**config.mk**
```make
export PLATFORM = sky130hd
export DESIGN_NAME = icon_sprite_engine_flat
export DESIGN_NICKNAME = d
export VERILOG_FILES = /design/src/rtl/icon_pkg.sv /design/src/rtl/icon_sprite_engine_if.sv /design/src/rtl/icon_bitmap_rom.sv /design/src/rtl/icon_sprite_engine.sv /design/src/flat_wrapper.sv
export SDC_FILE = /design/constraint.sdc
export NUM_CORES = 1
export LEC_CHECK = 0
export ABC_AREA = 1
export CORE_MARGIN = 2
export CORE_UTILIZATION = 47
export CTS_CLUSTER_DIAMETER = 150
export DETAILED_ROUTE_END_ITERATION = 12
export GPL_ROUTABILITY_DRIVEN = 0
export PLACE_DENSITY = 0.77
export SETUP_SLACK_MARGIN = 0.3
export SLEW_MARGIN = 20
export SYNTH_ARGS = -nofsm -noshare
export SYNTH_HDL_FRONTEND = slang
export SYNTH_SLANG_ARGS = --single-unit
export TNS_END_PERCENT = 20
```
**constraint.sdc**
```tcl
create_clock -name clk -period 6.17 [get_ports clk]
set_input_delay 1.5425 -clock clk [delete_from_list [all_inputs] [get_ports clk]]
set_output_delay 1.5425 -clock clk [all_outputs]
set_load 0.1 [all_outputs]
```
**src/rtl/icon_pkg.sv**
```systemverilog
// Shared types and glyph tables for the RojoBot multi-bot sprite renderer.
package icon_pkg;

    localparam int ICON_CELLS_DEFAULT = 4;
    localparam int GLYPH_N            = 4;

    typedef enum logic [2:0] {
        HDG_N, HDG_NE, HDG_E, HDG_SE, HDG_S, HDG_SW, HDG_W, HDG_NW
    } heading_e;

    typedef enum logic [1:0] {
        ICON_CLR_NONE = 2'd0,
        ICON_CLR_BODY = 2'd1,
        ICON_CLR_HEAD = 2'd2,
        ICON_CLR_MARK = 2'd3
    } icon_clr_e;

    typedef struct packed {
        logic [7:0] info;
        logic [7:0] y;
        logic [7:0] x;
    } bot_state_t;

    // Master 4x4 glyphs, row-major (index = y*4 + x); other headings are rotations.
    localparam logic [1:0] GLYPH_ORTHO [16] = '{
        2'd3, 2'd2, 2'd2, 2'd3,
        2'd0, 2'd2, 2'd2, 2'd0,
        2'd1, 2'd1, 2'd1, 2'd1,
        2'd1, 2'd0, 2'd0, 2'd1
    };
    localparam logic [1:0] GLYPH_DIAG [16] = '{
        2'd0, 2'd1, 2'd2, 2'd2,
        2'd1, 2'd1, 2'd2, 2'd2,
        2'd0, 2'd1, 2'd1, 2'd1,
        2'd3, 2'd0, 2'd1, 2'd0
    };

endpackage

```
**src/rtl/icon_sprite_engine_if.sv**
```systemverilog
// Pixel-in / icon-out bundle between the DTG, the sprite engine and the colourizer.
interface icon_sprite_engine_if #(
    parameter  int NUM_BOTS = 2,
    localparam int ID_W     = (NUM_BOTS > 1) ? $clog2(NUM_BOTS) : 1
);
    logic                    frame_start;
    logic                    pix_valid;
    logic [11:0]             pixel_column;
    logic [11:0]             pixel_row;
    logic [8*NUM_BOTS-1:0]   loc_x;
    logic [8*NUM_BOTS-1:0]   loc_y;
    logic [8*NUM_BOTS-1:0]   bot_info;
    logic [1:0]              icon;
    logic                    icon_valid;
    logic [ID_W-1:0]         icon_id;

    modport master (
        output frame_start, pix_valid, pixel_column, pixel_row, loc_x, loc_y, bot_info,
        input  icon, icon_valid, icon_id
    );
    modport slave (
        input  frame_start, pix_valid, pixel_column, pixel_row, loc_x, loc_y, bot_info,
        output icon, icon_valid, icon_id
    );
endinterface

```
**src/rtl/icon_bitmap_rom.sv**
```systemverilog
// Combinational heading-dependent icon bitmap: 8 headings x CELLS^2 x 2 bits.
// Even headings rotate the orthogonal glyph, odd headings rotate the diagonal one.
module icon_bitmap_rom
    import icon_pkg::*;
#(
    parameter  int CELLS = ICON_CELLS_DEFAULT,
    localparam int DW    = (CELLS > 1) ? $clog2(CELLS) : 1
) (
    input  logic [2:0]    heading,
    input  logic [DW-1:0] dx,
    input  logic [DW-1:0] dy,
    output logic [1:0]    pix
);

    logic [1:0] u, v, gx, gy;
    logic [3:0] idx;

    always_comb begin
        // Nearest-neighbour scale of the 4x4 master glyph onto the icon footprint.
        u  = 2'((int'(dx) * GLYPH_N) / CELLS);
        v  = 2'((int'(dy) * GLYPH_N) / CELLS);
        gx = u;
        gy = v;
        // Quarter turns clockwise: sample the master at the inverse-rotated point.
        case (heading[2:1])
            2'd0:    begin gx = u;         gy = v;         end
            2'd1:    begin gx = v;         gy = 2'd3 - u;  end
            2'd2:    begin gx = 2'd3 - u;  gy = 2'd3 - v;  end
            default: begin gx = 2'd3 - v;  gy = u;         end
        endcase
        idx = {gy, gx};
        pix = heading[0] ? GLYPH_DIAG[idx] : GLYPH_ORTHO[idx];
    end

endmodule

```
**src/rtl/icon_sprite_engine.sv**
```systemverilog
// Multi-bot sprite renderer: frame shadows, 2-stage pixel->cell->icon pipeline, priority mux.
// Optional blinking of alerted bots is built when ICON_BLINK_EN is defined.
module icon_sprite_engine
    import icon_pkg::*;
#(
    parameter  int NUM_BOTS   = 2,
    parameter  int ICON_CELLS = ICON_CELLS_DEFAULT,
    parameter  int CELL_W     = 8,
    parameter  int CELL_H     = 6,
    parameter  int BLINK_DIV  = 32,
    localparam int ID_W       = (NUM_BOTS > 1) ? $clog2(NUM_BOTS) : 1,
    localparam int DW         = (ICON_CELLS > 1) ? $clog2(ICON_CELLS) : 1
) (
    input  logic               clk,
    input  logic               reset_n,
    icon_sprite_engine_if.slave bus
);

    localparam int STAGES = 2;

    bot_state_t [NUM_BOTS-1:0]      shadow;
    logic [11:0]                    cell_x, cell_y;
    logic [STAGES:1]                vld_pipe;
    logic [1:0]                     icon_q, win_pix;
    logic [ID_W-1:0]                id_q, win_id;
    logic [NUM_BOTS-1:0]            hit, show;
    logic [NUM_BOTS-1:0][1:0]       bot_pix;
    logic                           blink_off;

    // Rendering only ever sees the bot state latched at the last frame start.
    always_ff @(posedge clk or negedge reset_n) begin
        if (!reset_n) begin
            shadow <= '0;
        end else if (bus.frame_start) begin
            for (int i = 0; i < NUM_BOTS; i++) begin
                shadow[i].x    <= bus.loc_x[8*i +: 8];
                shadow[i].y    <= bus.loc_y[8*i +: 8];
                shadow[i].info <= bus.bot_info[8*i +: 8];
            end
        end
    end

`ifdef ICON_BLINK_EN
    logic [7:0] frame_cnt;

    always_ff @(posedge clk or negedge reset_n) begin
        if (!reset_n)             frame_cnt <= '0;
        else if (bus.frame_start) frame_cnt <= frame_cnt + 8'd1;
    end

    assign blink_off = ((int'(frame_cnt) / BLINK_DIV) % 2) == 1;
`else
    logic unused_blink;
    assign unused_blink = (BLINK_DIV > 0);
    assign blink_off    = 1'b0;
`endif

    logic unused_info;
    always_comb begin
        unused_info = 1'b0;
        for (int i = 0; i < NUM_BOTS; i++) unused_info = unused_info ^ (^shadow[i].info[7:3]);
    end

    // Cell offsets are 13-bit signed so bots near 255 keep matching cells past 255.
    for (genvar b = 0; b < NUM_BOTS; b++) begin : g_bot
        logic signed [12:0] dx, dy;

        assign dx = $signed({1'b0, cell_x}) - $signed({5'b0, shadow[b].x});
        assign dy = $signed({1'b0, cell_y}) - $signed({5'b0, shadow[b].y});
        assign hit[b] = (dx >= 13'sd0) && (dx < $signed(13'(ICON_CELLS))) &&
                        (dy >= 13'sd0) && (dy < $signed(13'(ICON_CELLS)));

        icon_bitmap_rom #(.CELLS(ICON_CELLS)) u_rom (
            .heading (shadow[b].info[2:0]),
            .dx      (dx[DW-1:0]),
            .dy      (dy[DW-1:0]),
            .pix     (bot_pix[b])
        );

        assign show[b] = hit[b] && (bot_pix[b] != ICON_CLR_NONE) &&
                         !(blink_off && shadow[b].info[7]);
    end

    // Transparent glyph cells fall through to the next bot in index order.
    always_comb begin
        win_pix = ICON_CLR_NONE;
        win_id  = '0;
        for (int i = NUM_BOTS - 1; i >= 0; i--) begin
            if (show[i]) begin
                win_pix = bot_pix[i];
                win_id  = ID_W'(i);
            end
        end
    end

    always_ff @(posedge clk or negedge reset_n) begin
        if (!reset_n) begin
            vld_pipe <= '0;
            cell_x   <= '0;
            cell_y   <= '0;
            icon_q   <= '0;
            id_q     <= '0;
        end else begin
            vld_pipe <= {vld_pipe[STAGES-1:1], bus.pix_valid};
            cell_x   <= bus.pixel_column / 12'(CELL_W);
            cell_y   <= bus.pixel_row / 12'(CELL_H);
            icon_q   <= vld_pipe[1] ? win_pix : ICON_CLR_NONE;
            id_q     <= vld_pipe[1] ? win_id  : '0;
        end
    end

    assign bus.icon       = icon_q;
    assign bus.icon_id    = id_q;
    assign bus.icon_valid = vld_pipe[STAGES];

endmodule

```
**src/flat_wrapper.sv**
```systemverilog
// flat-port wrapper written by rule: the top's interface ports become plain ports
module icon_sprite_engine_flat import icon_pkg::*;
#(
    parameter  int NUM_BOTS   = 2,
    parameter  int ICON_CELLS = ICON_CELLS_DEFAULT,
    parameter  int CELL_W     = 8,
    parameter  int CELL_H     = 6,
    parameter  int BLINK_DIV  = 32,
    localparam int ID_W       = (NUM_BOTS > 1) ? $clog2(NUM_BOTS) : 1,
    localparam int DW         = (ICON_CELLS > 1) ? $clog2(ICON_CELLS) : 1
)
  (clk, reset_n, bus_frame_start, bus_pix_valid, bus_pixel_column, bus_pixel_row, bus_loc_x, bus_loc_y, bus_bot_info, bus_icon, bus_icon_valid, bus_icon_id);
  icon_sprite_engine_if #(.NUM_BOTS(NUM_BOTS)) bus_i ();
  input  logic clk;
  input  logic reset_n;
  input wire logic [$bits(bus_i.frame_start)-1:0] bus_frame_start;
  input wire logic [$bits(bus_i.pix_valid)-1:0] bus_pix_valid;
  input wire logic [$bits(bus_i.pixel_column)-1:0] bus_pixel_column;
  input wire logic [$bits(bus_i.pixel_row)-1:0] bus_pixel_row;
  input wire logic [$bits(bus_i.loc_x)-1:0] bus_loc_x;
  input wire logic [$bits(bus_i.loc_y)-1:0] bus_loc_y;
  input wire logic [$bits(bus_i.bot_info)-1:0] bus_bot_info;
  output wire logic [$bits(bus_i.icon)-1:0] bus_icon;
  output wire logic [$bits(bus_i.icon_valid)-1:0] bus_icon_valid;
  output wire logic [$bits(bus_i.icon_id)-1:0] bus_icon_id;
  assign bus_i.frame_start = bus_frame_start;
  assign bus_i.pix_valid = bus_pix_valid;
  assign bus_i.pixel_column = bus_pixel_column;
  assign bus_i.pixel_row = bus_pixel_row;
  assign bus_i.loc_x = bus_loc_x;
  assign bus_i.loc_y = bus_loc_y;
  assign bus_i.bot_info = bus_bot_info;
  assign bus_icon = bus_i.icon;
  assign bus_icon_valid = bus_i.icon_valid;
  assign bus_icon_id = bus_i.icon_id;
  icon_sprite_engine #(.NUM_BOTS(NUM_BOTS), .ICON_CELLS(ICON_CELLS), .CELL_W(CELL_W), .CELL_H(CELL_H), .BLINK_DIV(BLINK_DIV)) u_core (.clk(clk), .reset_n(reset_n), .bus(bus_i));
endmodule
```
==> results of run 1 <==
-- area by class of cell --
class / count / area [um2] / share of cell area
clock buffers: 12 / 155 / 0.0303
clock inverters: 3 / 43.8 / 0.00855
inverters: 86 / 325 / 0.0635
multi-input cells: 348 / 2260 / 0.441
flip-flops and latches: 62 / 1550 / 0.303
well taps: 108 / 135 / 0.0264
repair buffers: 66 / 651 / 0.127
-- how the worst min path moves through the flow --
stage,start,endpoint,slack [ps],cells past startpoint
floorplan,u_core.vld_pipe[1],u_core.vld_pipe[2],350,0
global placement,u_core.vld_pipe[1],u_core.vld_pipe[2],360,0
detailed placement,u_core.vld_pipe[1],u_core.vld_pipe[2],370,0
CTS,u_core.vld_pipe[1],u_core.vld_pipe[2],380,0
global route,u_core.vld_pipe[1],u_core.vld_pipe[2],400,0
finish,u_core.vld_pipe[1],u_core.vld_pipe[2],380,0
-- synth_stat cells, types with 3 or more instances --
library cell	instances
or2_2	7
nand2_2	16
inv_2	3
a211oi_1	3
nand4_1	5
ha_1	37
fa_1	4
o21bai_1	4
nor2_1	10
dfrtp_1	62
clkbuf_1	6
a21oi_1	28
xor2_1	16
o21ai_2	5
nand2_1	100
nand3_1	13
inv_1	82
o21ai_0	60
mux2_2	6
nand3_2	5
xnor2_1	6
-- logic make-up (layout without fill, tap and decap cells) --
kind of cell / after synthesis / count (layout) / share of synthesized area
adder cells (fa/ha/maj): 41 / 41 / 0.130
flip-flops: 62 / 62 / 0.371
AND/OR/NAND/NOR: 162 / 162 / 0.181
multiplexers: 7 / 7 / 0.0186
buffers and inverters: 96 / 167 / 0.0880
XOR/XNOR: 22 / 22 / 0.0461
AO/OA/AOI/OAI: 116 / 116 / 0.165
-- registers in the layout, summed over array words and instances, names as in the netlist --
name and cells:
u_core.cell_y 10, u_core.bus.icon 2, u_core.shadow 38, u_core.cell_x 9, u_core.vld_pipe 2, u_core.bus.icon_id 1
-- critical path, cell delays in order --
cell and delay [ps]:
clkdlybuf4s50_1 550, inv_1 80, nand3_1 90, nand2_2 80, inv_2 90, nand2_1 80, nand3_2 110, nand3_1 120
nand3_2 130, nand3_1 120, nand2_2 110, o21ai_2 60, nand2_2 100, inv_2 50, o21bai_4 150, nand3_2 120
nand2_2 90, nand2_2 50, nand2_2 70, o21ai_1 70, nor2_1 90, nor2_1 50
-- metal layers --
layer,up-vias,part of all wire,global-route usage
li1,1785,-,-
met1,1634,0.45,0.244
met2,83,0.47,0.340
met3,20,0.045,0.0372
met4,0,0.030,0.0980
met5,-,0,0
-- through the flow --
step	power, mW	std cells	setup slack (ps)	utilization	hold slack, ps
floorplan	0.839	506	2810	-	354
global placement	0.954	670	2200	0.567	364
detailed placement	0.982	670	2040	0.567	366
CTS	1.35	685	2410	0.590	382
global route	1.45	685	2160	0.590	396
finish	1.34	685	2390	0.590	376
-- power breakdown --
part	internal (mW)	leakage [nW]	switching (mW)	total (mW)
clock network	0.207	0.102	0.154	0.360
registers	0.443	0.745	0.0259	0.469
logic	0.218	1.66	0.296	0.514
==> out/summary.log, run 1 <==
[floorplanning] number of standard-cell rows in the floorplan 34
[global_routing] maximum number of pins on one net before global-route repair 71
[clock_tree] Clock Pin Slew Worst Setup and Hold Paths 60 ps
[critical_path] number of cells on the worst reg-to-reg path 13
[timing] unrepaired setup endpoints after global routing no
[hold_path] path class of the lowest-slack min-delay path flop to flop
[global_routing] global-route congestion overflow total 0
[timing] post-route clock period utilization 0.613
[global_routing] number of antenna violations at the first check in global routing 0
[drt] remaining routing DRC violations 0
[critical_path] setup slack, reg-to-reg 2920 ps
[cells_and_area] ratio of cells with drive above 1 in the final layout 0.116
[timing] final slew viol count 0
[logic_synthesis] ranking of synthesized cells by area dfrtp_1, ha_1, nand2_1
[cells_and_area] post-route standard cell area excluding fillers 5120 um2
[cells_and_area] most common cell after layout, fill and taps aside nand2_1
[critical_path] startpoint of the worst setup timing path bus_pixel_row[11]
[global_routing] overall routing resource usage 0.200
[floorplanning] vertical die dimension 98.3 um
[logic_synthesis] Post-Syn Nets 623
[logic_synthesis] synthesized instance count 506
[logic_synthesis] Seq/Total Area, Yosys 0.371
[clock_tree] number of gates resized after cts 0
[critical_path] CP Data Required Time 6400 ps
[timing] number of hold violations in the final report 0
[critical_path] critical path endpoint category flop
[critical_path] endpoint of the lowest-slack register-to-register path u_core.bus.icon[0]
[clock_tree] latest clock arrival within the worst-skew pair 340 ps
[outcome] run status completed
[drt] count of nets left with antenna violations after detail routing 0
[timing] shortest period the worst path allows 3780 ps
[drt] Total Routed Length 9.03 mm
[clock_tree] cell at the root of the clock tree clkbuf_8
[floorplanning] Starting Density 0.482
[timing] highest attainable clock frequency 0.265 GHz
[logic_synthesis] most common flop cell mapped by yosys dfrtp_1
[logic_synthesis] Yosys top cell area share 0.371
[critical_path] worst flop-to-flop path startpoint u_core.cell_y[0]
[logic_synthesis] EDFF count, synth 0
[global_routing] via count of the first global-routing pass 3,597
[logic_synthesis] Cell Area, Synth 4180 um2
[run] number of max-capacitance violations reported 0
[timing] number of setup violations in the final report 0
[logic_synthesis] number of warnings issued by yosys 0
[cells_and_area] # fillers 765
[pwr] IR Drop Worst-Case VDD 0.143 mV
[pwr] Pleak 2.51 nW
[floorplanning] die boundary width 98.3 um
[critical_path] CP Class input port to flop
[timing] Slew Limit Headroom 0.356
[logic_synthesis] count of different cell masters after synthesis 43
[clock_tree] depth of the CTS H-tree 3
[clock_tree] hold-fix buffers at CTS 0
[drt] per-cell via count in the routed design 5.14
[critical_path] critical path data arrival time 4010 ps
[clock_tree] count of buffers added by post-CTS timing repair for setup 0
[timing] slew at the pin closest to its max-slew limit 962 ps
[drt] vias after detailed routing 3,522
[placement] cell area after placement 4920 um2
[logic_synthesis] top cell type by total area after synthesis dfrtp_1
[cells_and_area] ant diodes 0
[critical_path] largest driver fanout on the critical path 5
[logic_synthesis] number of storage elements in the synthesis netlist 62
[clock_tree] maximum root-to-sink buffer count 2
[cells_and_area] Layout Nets 690
[drt] DRC violation total after the first TritonRoute iteration 149
[pwr] power density of the placed cells 262 nW/um2
[clock_tree] TritonCTS clock tree built
[critical_path] Setup crit start kind input port
[placement] Post-DP HPWL 6.88 mm
[logic_synthesis] Avg Cell Area, Syn 8.26 um2
[floorplanning] core region area 8680 um2
[floorplanning] number of placed I/O pins 80
[placement] number of port buffers 65
[global_routing] first-pass GRT wire length 15.6 mm
[cells_and_area] commonest cells after routing, fill and taps aside nand2_1, inv_1, clkdlybuf4s50_1
[logic_synthesis] Post-synth ARST share 1.00
[clock_tree] Inserted Clock Buffers 9
[critical_path] endpoint of the most critical setup path u_core.cell_y[0]
[timing] Clock Skews 7.20 ps
[drt] 1st-pass router iterations 5
[clock_tree] number of sinks handled by clock tree synthesis 62
[drt] average routed wire per standard cell 13.2 um
[cells_and_area] area added between synthesis and finish 22.5%
[floorplanning] Die Area 9660 um2
[timing] Total Negative Setup Slacks 0 ps
Power figures use the tool's default switching activity.
==> run 2: changes to the inputs <==
Settings changed: PLACE_DENSITY 0.77 to 0.8.
Clock period 6.17 ns to 3.47 ns, I/O delays scaled along.
==> run 2 against run 1 <==
Against the previous run:
- setup slack got worse by 2000 ps
- clock power increased by 96%
- global-route usage fell by 0.12 points
- clock skew is 0.58 ps higher
- count of clock-buffer cells in the layout shrank 3
- first-iteration DRC count shrank 0.67%
- largest cell class unchanged
==> out/summary.log, run 2 (synthesis results as in run 1) <==
[outcome] run status completed
[cells_and_area] area added between synthesis and finish 24.4%
[drt] vias after detailed routing 3,602
[critical_path] Setup crit start kind flop
[floorplanning] Die Area 9660 um2
[floorplanning] number of placed I/O pins 80
[cells_and_area] final cell count without fillers 690
[global_routing] overall routing resource usage 0.199
[cells_and_area] # fillers 731
[critical_path] CP Data Required Time 3730 ps
[cells_and_area] ratio of cells with drive above 1 in the final layout 0.141
[drt] per-cell via count in the routed design 5.22
[cells_and_area] area occupied by registers 1550 um2
[timing] Clock Skews 7.78 ps
[critical_path] number of cells on the worst reg-to-reg path 16
[clock_tree] number of sinks handled by clock tree synthesis 62
[cells_and_area] biggest regs u_core.shadow x38, u_core.cell_y x10, u_core.cell_x x9
[timing] Total Negative Setup Slacks 0 ps
[drt] count of nets left with antenna violations after detail routing 0
[pwr] share of power burned in registers 0.335
[drt] remaining routing DRC violations 0
[global_routing] number of antenna violations at the first check in global routing 0
[floorplanning] core region area 8680 um2
[cells_and_area] Largest register FFs 38
[pwr] total chip power 2.49 mW
[global_routing] maximum number of pins on one net before global-route repair 46
[timing] highest attainable clock frequency 0.321 GHz
[timing] shortest period the worst path allows 3120 ps
[cells_and_area] commonest cells after routing, fill and taps aside nand2_1, inv_1, dfrtp_1
[floorplanning] Starting Density 0.482
[hold_path] Hold Path Origin u_core.vld_pipe[1]
[timing] number of hold violations in the final report 0
[hold_path] hold path endpoint u_core.vld_pipe[2]
[cells_and_area] area taken by multi-input logic gates 2290 um2
[pwr] Pleak 2.57 nW
[critical_path] setup slack, reg-to-reg 350 ps
[pwr] share of total power in combinational logic 0.382
[timing] post-route clock period utilization 0.899
[timing] worst-case hold slack 386 ps
[timing] unrepaired setup endpoints after global routing yes
[clock_tree] maximum root-to-sink buffer count 2
[timing] final slew viol count 0
[critical_path] CP Class flop to flop
[clock_tree] hold-fix buffers at CTS 0
[floorplanning] vertical die dimension 98.3 um
[global_routing] met3 routing resource usage after global routing 0.0429
[clock_tree] Inserted Clock Buffers 9
[placement] number of port buffers 65
[placement] Post-DP HPWL 7.33 mm
[critical_path] worst flop-to-flop path startpoint u_core.cell_y[0]
[drt] average routed wire per standard cell 13.6 um
[critical_path] critical path endpoint category flop
[critical_path] cells along the critical path inv_1 -> ha_1 -> inv_1 -> fa_1 -> nand2_1 -> o21ai_0 -> a21oi_1 -> o21bai_1 -> nand2_1 -> a21oi_1 -> nor2_1 -> a211oi_1 -> nand2_1 -> a211oi_1 -> nand4_1 -> a21oi_1
[cells_and_area] Layout Nets 694
[pwr] NetSw 896 uW
[pwr] clock share of power 0.283
[pwr] proportion of total power due to net switching 0.359
[clock_tree] TritonCTS clock tree built
[global_routing] met1 capacity usage during global routing 0.239
[clock_tree] depth of the CTS H-tree 3
[clock_tree] Clock Pin Slew Worst Setup and Hold Paths 70 ps
[cells_and_area] ant diodes 0
[floorplanning] die boundary width 98.3 um
[cells_and_area] largest register by flop count u_core.shadow
[run] number of max-capacitance violations reported 0
[drt] 1st-pass router iterations 5
[placement] cell area after placement 4920 um2
[timing] slew at the pin closest to its max-slew limit 701 ps
[cells_and_area] most common cell after layout, fill and taps aside nand2_1
[pwr] power density of the placed cells 479 nW/um2
[critical_path] Critical Path Max Stage Delay 370 ps
[cells_and_area] post-route standard cell area excluding fillers 5200 um2
[timing] Slew Limit Headroom 0.533
[global_routing] global-route congestion overflow total 0
[global_routing] GR Layer Usage met2 0.339
[timing] number of setup violations in the final report 0
[global_routing] peak-usage layer in the global routing report met2
[pwr] IR Drop Worst-Case VDD 0.262 mV
[hold_path] worst hold path cell count 0
[critical_path] largest driver fanout on the critical path 2
[critical_path] startpoint of the worst setup timing path u_core.cell_y[0]
[drt] DRC violation total after the first TritonRoute iteration 148
[critical_path] endpoint of the lowest-slack register-to-register path u_core.bus.icon_id
[floorplanning] number of standard-cell rows in the floorplan 34
[clock_tree] cell at the root of the clock tree clkbuf_8
[clock_tree] latest clock arrival within the worst-skew pair 350 ps
[critical_path] critical path data arrival time 3380 ps
[pwr] Internal Pwr Total 1.60 mW
[placement] number of instances in the placed design 672
[global_routing] first-pass GRT wire length 15.5 mm
[critical_path] slowest stage cell, crit path dfrtp_1
[drt] Total Routed Length 9.39 mm
[global_routing] via count of the first global-routing pass 3,630
[hold_path] path class of the lowest-slack min-delay path flop to flop
## run 2: worst max-delay path by stage
stage,end,cells after the start
after CTS,u_core.bus.icon[0],13
after detailed placement,u_core.cell_y[0],23
final,u_core.bus.icon_id,16
after global routing,u_core.bus.icon[0],13
after floorplan,u_core.bus.icon[0],13
after global placement,u_core.cell_y[0],22
## run 2: metrics by stage
step,setup WS (ps),utilization
after floorplan,765,-
after global placement,174,0.567
after detailed placement,14.8,0.567
after CTS,341,0.594
after global routing,167,0.599
final,350,0.599
## run 2: power groups by stage
stage               clock (mW)  sequential, mW  combinational, mW
finish                   0.705           0.835              0.952
global route             0.753           0.841               1.07
CTS                      0.717           0.834              0.923
detailed placement           0           0.847              0.910
global placement             0           0.844              0.850
floorplan                    0           0.832              0.660
## run 2: area by class of cell
class,instances,share of cell area
clock buffers,9,0.0238
well taps,108,0.0260
clock inverters,7,0.0188
flip-flops and latches,62,0.298
inverters,86,0.0626
multi-input cells,348,0.440
repair buffers,70,0.130
## run 2: critical path, delay by kind of cell (launching register included)
kind / cells / cell delay [ps]
adder cells (fa/ha/maj): 2 / 380
flip-flops: 1 / 370
AND/OR/NAND/NOR: 5 / 480
buffers and inverters: 2 / 170
AO/OA/AOI/OAI: 7 / 1610
## run 2: layer usage
layer,wire length [um],part of all wire
met1,3940,0.42
met2,4590,0.49
met3,495,0.053
met4,370,0.039
met5,0,0
## run 2: timing repair
action                     4_1_cts  5_1_grt
gates resized for setup          1        9
setup endpoints to repair        2        5
gates cloned                     0        0
setup buffers                    0        2
pin swaps                        0        2
==> run 3: changes to the inputs <==
Clock period 3.47 ns to 2.83 ns, I/O delays scaled along.
==> run 3 against run 2 <==
Against the previous run:
- sequential cell count did not move
- via count is 0.36% higher
- critical path type unchanged
- hold slack got worse by 7.2 ps
- critical endpoint unchanged
- the flow now finishes with violations (setup timing)
- core utilization is 2.3 points higher
==> out/summary.log, run 3 (synthesis results as in run 1) <==
[drt] remaining routing DRC violations 0
[timing] unrepaired setup endpoints after global routing yes
[critical_path] cells along the critical path inv_2 -> ha_4 -> inv_2 -> fa_2 -> or2_4 -> a221oi_2 -> o21ai_1 -> nor4_1 -> nand4_1 -> nor4b_2 -> nand4_1 -> buf_4 -> nand4_1 -> a21oi_1
[critical_path] critical path data arrival time 3190 ps
[hold_path] path class of the lowest-slack min-delay path flop to flop
[cells_and_area] most common cell after layout, fill and taps aside nand2_1
[outcome] run status finished, violations left
[cells_and_area] Layout Nets 714
[drt] vias after detailed routing 3,615
[drt] DRC violation total after the first TritonRoute iteration 166
[floorplanning] number of standard-cell rows in the floorplan 34
[floorplanning] Die Area 9660 um2
[timing] Total Negative Setup Slacks -431 ps
[placement] Post-DP HPWL 7.25 mm
[timing] Slew Limit Headroom 0.516
[critical_path] critical path endpoint category flop
[drt] average routed wire per standard cell 13.1 um
[drt] count of nets left with antenna violations after detail routing 0
[pwr] Pleak 2.65 nW
[timing] number of hold violations in the final report 0
[clock_tree] Inserted Clock Buffers 9
[outcome] violated checks setup timing
[cells_and_area] Largest register FFs 38
[cells_and_area] biggest regs u_core.shadow x38, u_core.cell_y x10, u_core.cell_x x9
[clock_tree] cell at the root of the clock tree clkbuf_8
[drt] 1st-pass router iterations 5
[placement] Setup Slack @ Placement -452 ps
[pwr] power density of the placed cells 579 nW/um2
[cells_and_area] area occupied by registers 1550 um2
[global_routing] first-pass GRT wire length 15.4 mm
[critical_path] CP Class flop to flop
[cells_and_area] largest register by flop count u_core.shadow
[timing] slew at the pin closest to its max-slew limit 727 ps
[clock_tree] depth of the CTS H-tree 3
[timing] highest attainable clock frequency 0.337 GHz
[timing] shortest period the worst path allows 2970 ps
[cells_and_area] area taken by multi-input logic gates 2350 um2
[clock_tree] Clock Pin Slew Worst Setup and Hold Paths 70 ps
[floorplanning] Starting Density 0.482
[global_routing] global-route congestion overflow total 0
[floorplanning] core region area 8680 um2
[clock_tree] TritonCTS clock tree built
[clock_tree] maximum root-to-sink buffer count 2
[clock_tree] latest clock arrival within the worst-skew pair 340 ps
[pwr] IR Drop Worst-Case VDD 0.313 mV
[run] number of max-capacitance violations reported 0
[cells_and_area] Finished Core Util 0.622
[cells_and_area] area added between synthesis and finish 29.2%
[cells_and_area] final cell count without fillers 710
[cells_and_area] ratio of cells with drive above 1 in the final layout 0.189
[timing] final setup slack of the worst path -139 ps
[critical_path] Critical Path Max Stage Delay 380 ps
[critical_path] CP Buf/Inv Count 3
[cells_and_area] commonest cells after routing, fill and taps aside nand2_1, inv_1, dfrtp_1
[global_routing] number of antenna violations at the first check in global routing 0
[floorplanning] die boundary width 98.3 um
[critical_path] slowest stage cell, crit path dfrtp_1
[floorplanning] vertical die dimension 98.3 um
[clock_tree] hold-fix buffers at CTS 0
[global_routing] overall routing resource usage 0.200
[global_routing] maximum number of pins on one net before global-route repair 45
[critical_path] Setup crit start kind flop
[timing] Clock Skews 5.77 ps
[drt] per-cell via count in the routed design 5.09
[cells_and_area] # fillers 731
[placement] number of port buffers 65
[critical_path] CP Data Required Time 3060 ps
[critical_path] Crit path max-delay family simple AND/OR/NAND/NOR gates
[drt] Total Routed Length 9.31 mm
[critical_path] largest driver fanout on the critical path 4
[clock_tree] number of sinks handled by clock tree synthesis 62
[timing] post-route clock period utilization 1.05
[critical_path] setup slack, reg-to-reg -140 ps
[timing] final slew viol count 0
[cells_and_area] ant diodes 0
[floorplanning] number of placed I/O pins 80
[timing] number of setup violations in the final report 4
[critical_path] most frequent CP cell nand4_1
[global_routing] via count of the first global-routing pass 3,704
[placement] number of instances in the placed design 691
[pwr] total chip power 3.12 mW
-- run 3: where the power goes --
part | total, mW | internal (mW) | switching (mW) | leakage [nW]
Clock | 0.796 | 0.454 | 0.342 | 0.0996
Combinational | 1.30 | 0.594 | 0.710 | 1.80
Sequential | 1.02 | 0.966 | 0.0573 | 0.745
Total | 3.12 | 2.01 | 1.11 | 2.65
-- run 3: layer usage --
| metal | global-route usage | routed length, um |
|---|---|---|
| met1 | 0.226 | 3990 |
| met2 | 0.357 | 4560 |
| met3 | 0.0387 | 510 |
| met4 | 0.0991 | 252 |
| met5 | 0 | 0 |
-- run 3: worst paths after layout --
| check | cells past startpoint | startpoint | to |
|---|---|---|---|
| worst min register to register | 0 | u_core.vld_pipe[1] | u_core.vld_pipe[2] |
| worst max register to register | 14 | u_core.cell_x[0] | u_core.bus.icon_id |
| max in group asynchronous | 2 | reset_n | u_core.cell_y[6] |
| min in group asynchronous | 1 | reset_n | u_core.shadow[2] |
| worst min-delay path | 0 | u_core.vld_pipe[1] | u_core.vld_pipe[2] |
| worst max-delay path | 14 | u_core.cell_x[0] | u_core.bus.icon_id |
-- run 3: repair_timing --
| item | CTS | global route |
|---|---|---|
| pin swaps | 14 | 5 |
| endpoints found under the setup margin | 6 | 7 |
| resized for setup | 20 | 6 |
| setup buffers | 3 | 0 |
-- run 3: area by class of cell --
| type | count | share of cell area |
|---|---|---|
| Inverter | 86 | 0.0603 |
| Timing Repair Buffer | 90 | 0.154 |
| Clock buffer | 13 | 0.0294 |
| Sequential cell | 62 | 0.287 |
| Multi-Input combinational cell | 348 | 0.436 |
| Clock inverter | 3 | 0.00788 |
| Tap cell | 108 | 0.0250 |
-- run 3: metrics by stage --
stage / instance area, um2 / hold slack [ps]
floorplan: 4190 / 354
global placement: 5090 / 362
detailed placement: 5090 / 365
CTS: 5380 / 379
global route: 5400 / 400
finish: 5400 / 379
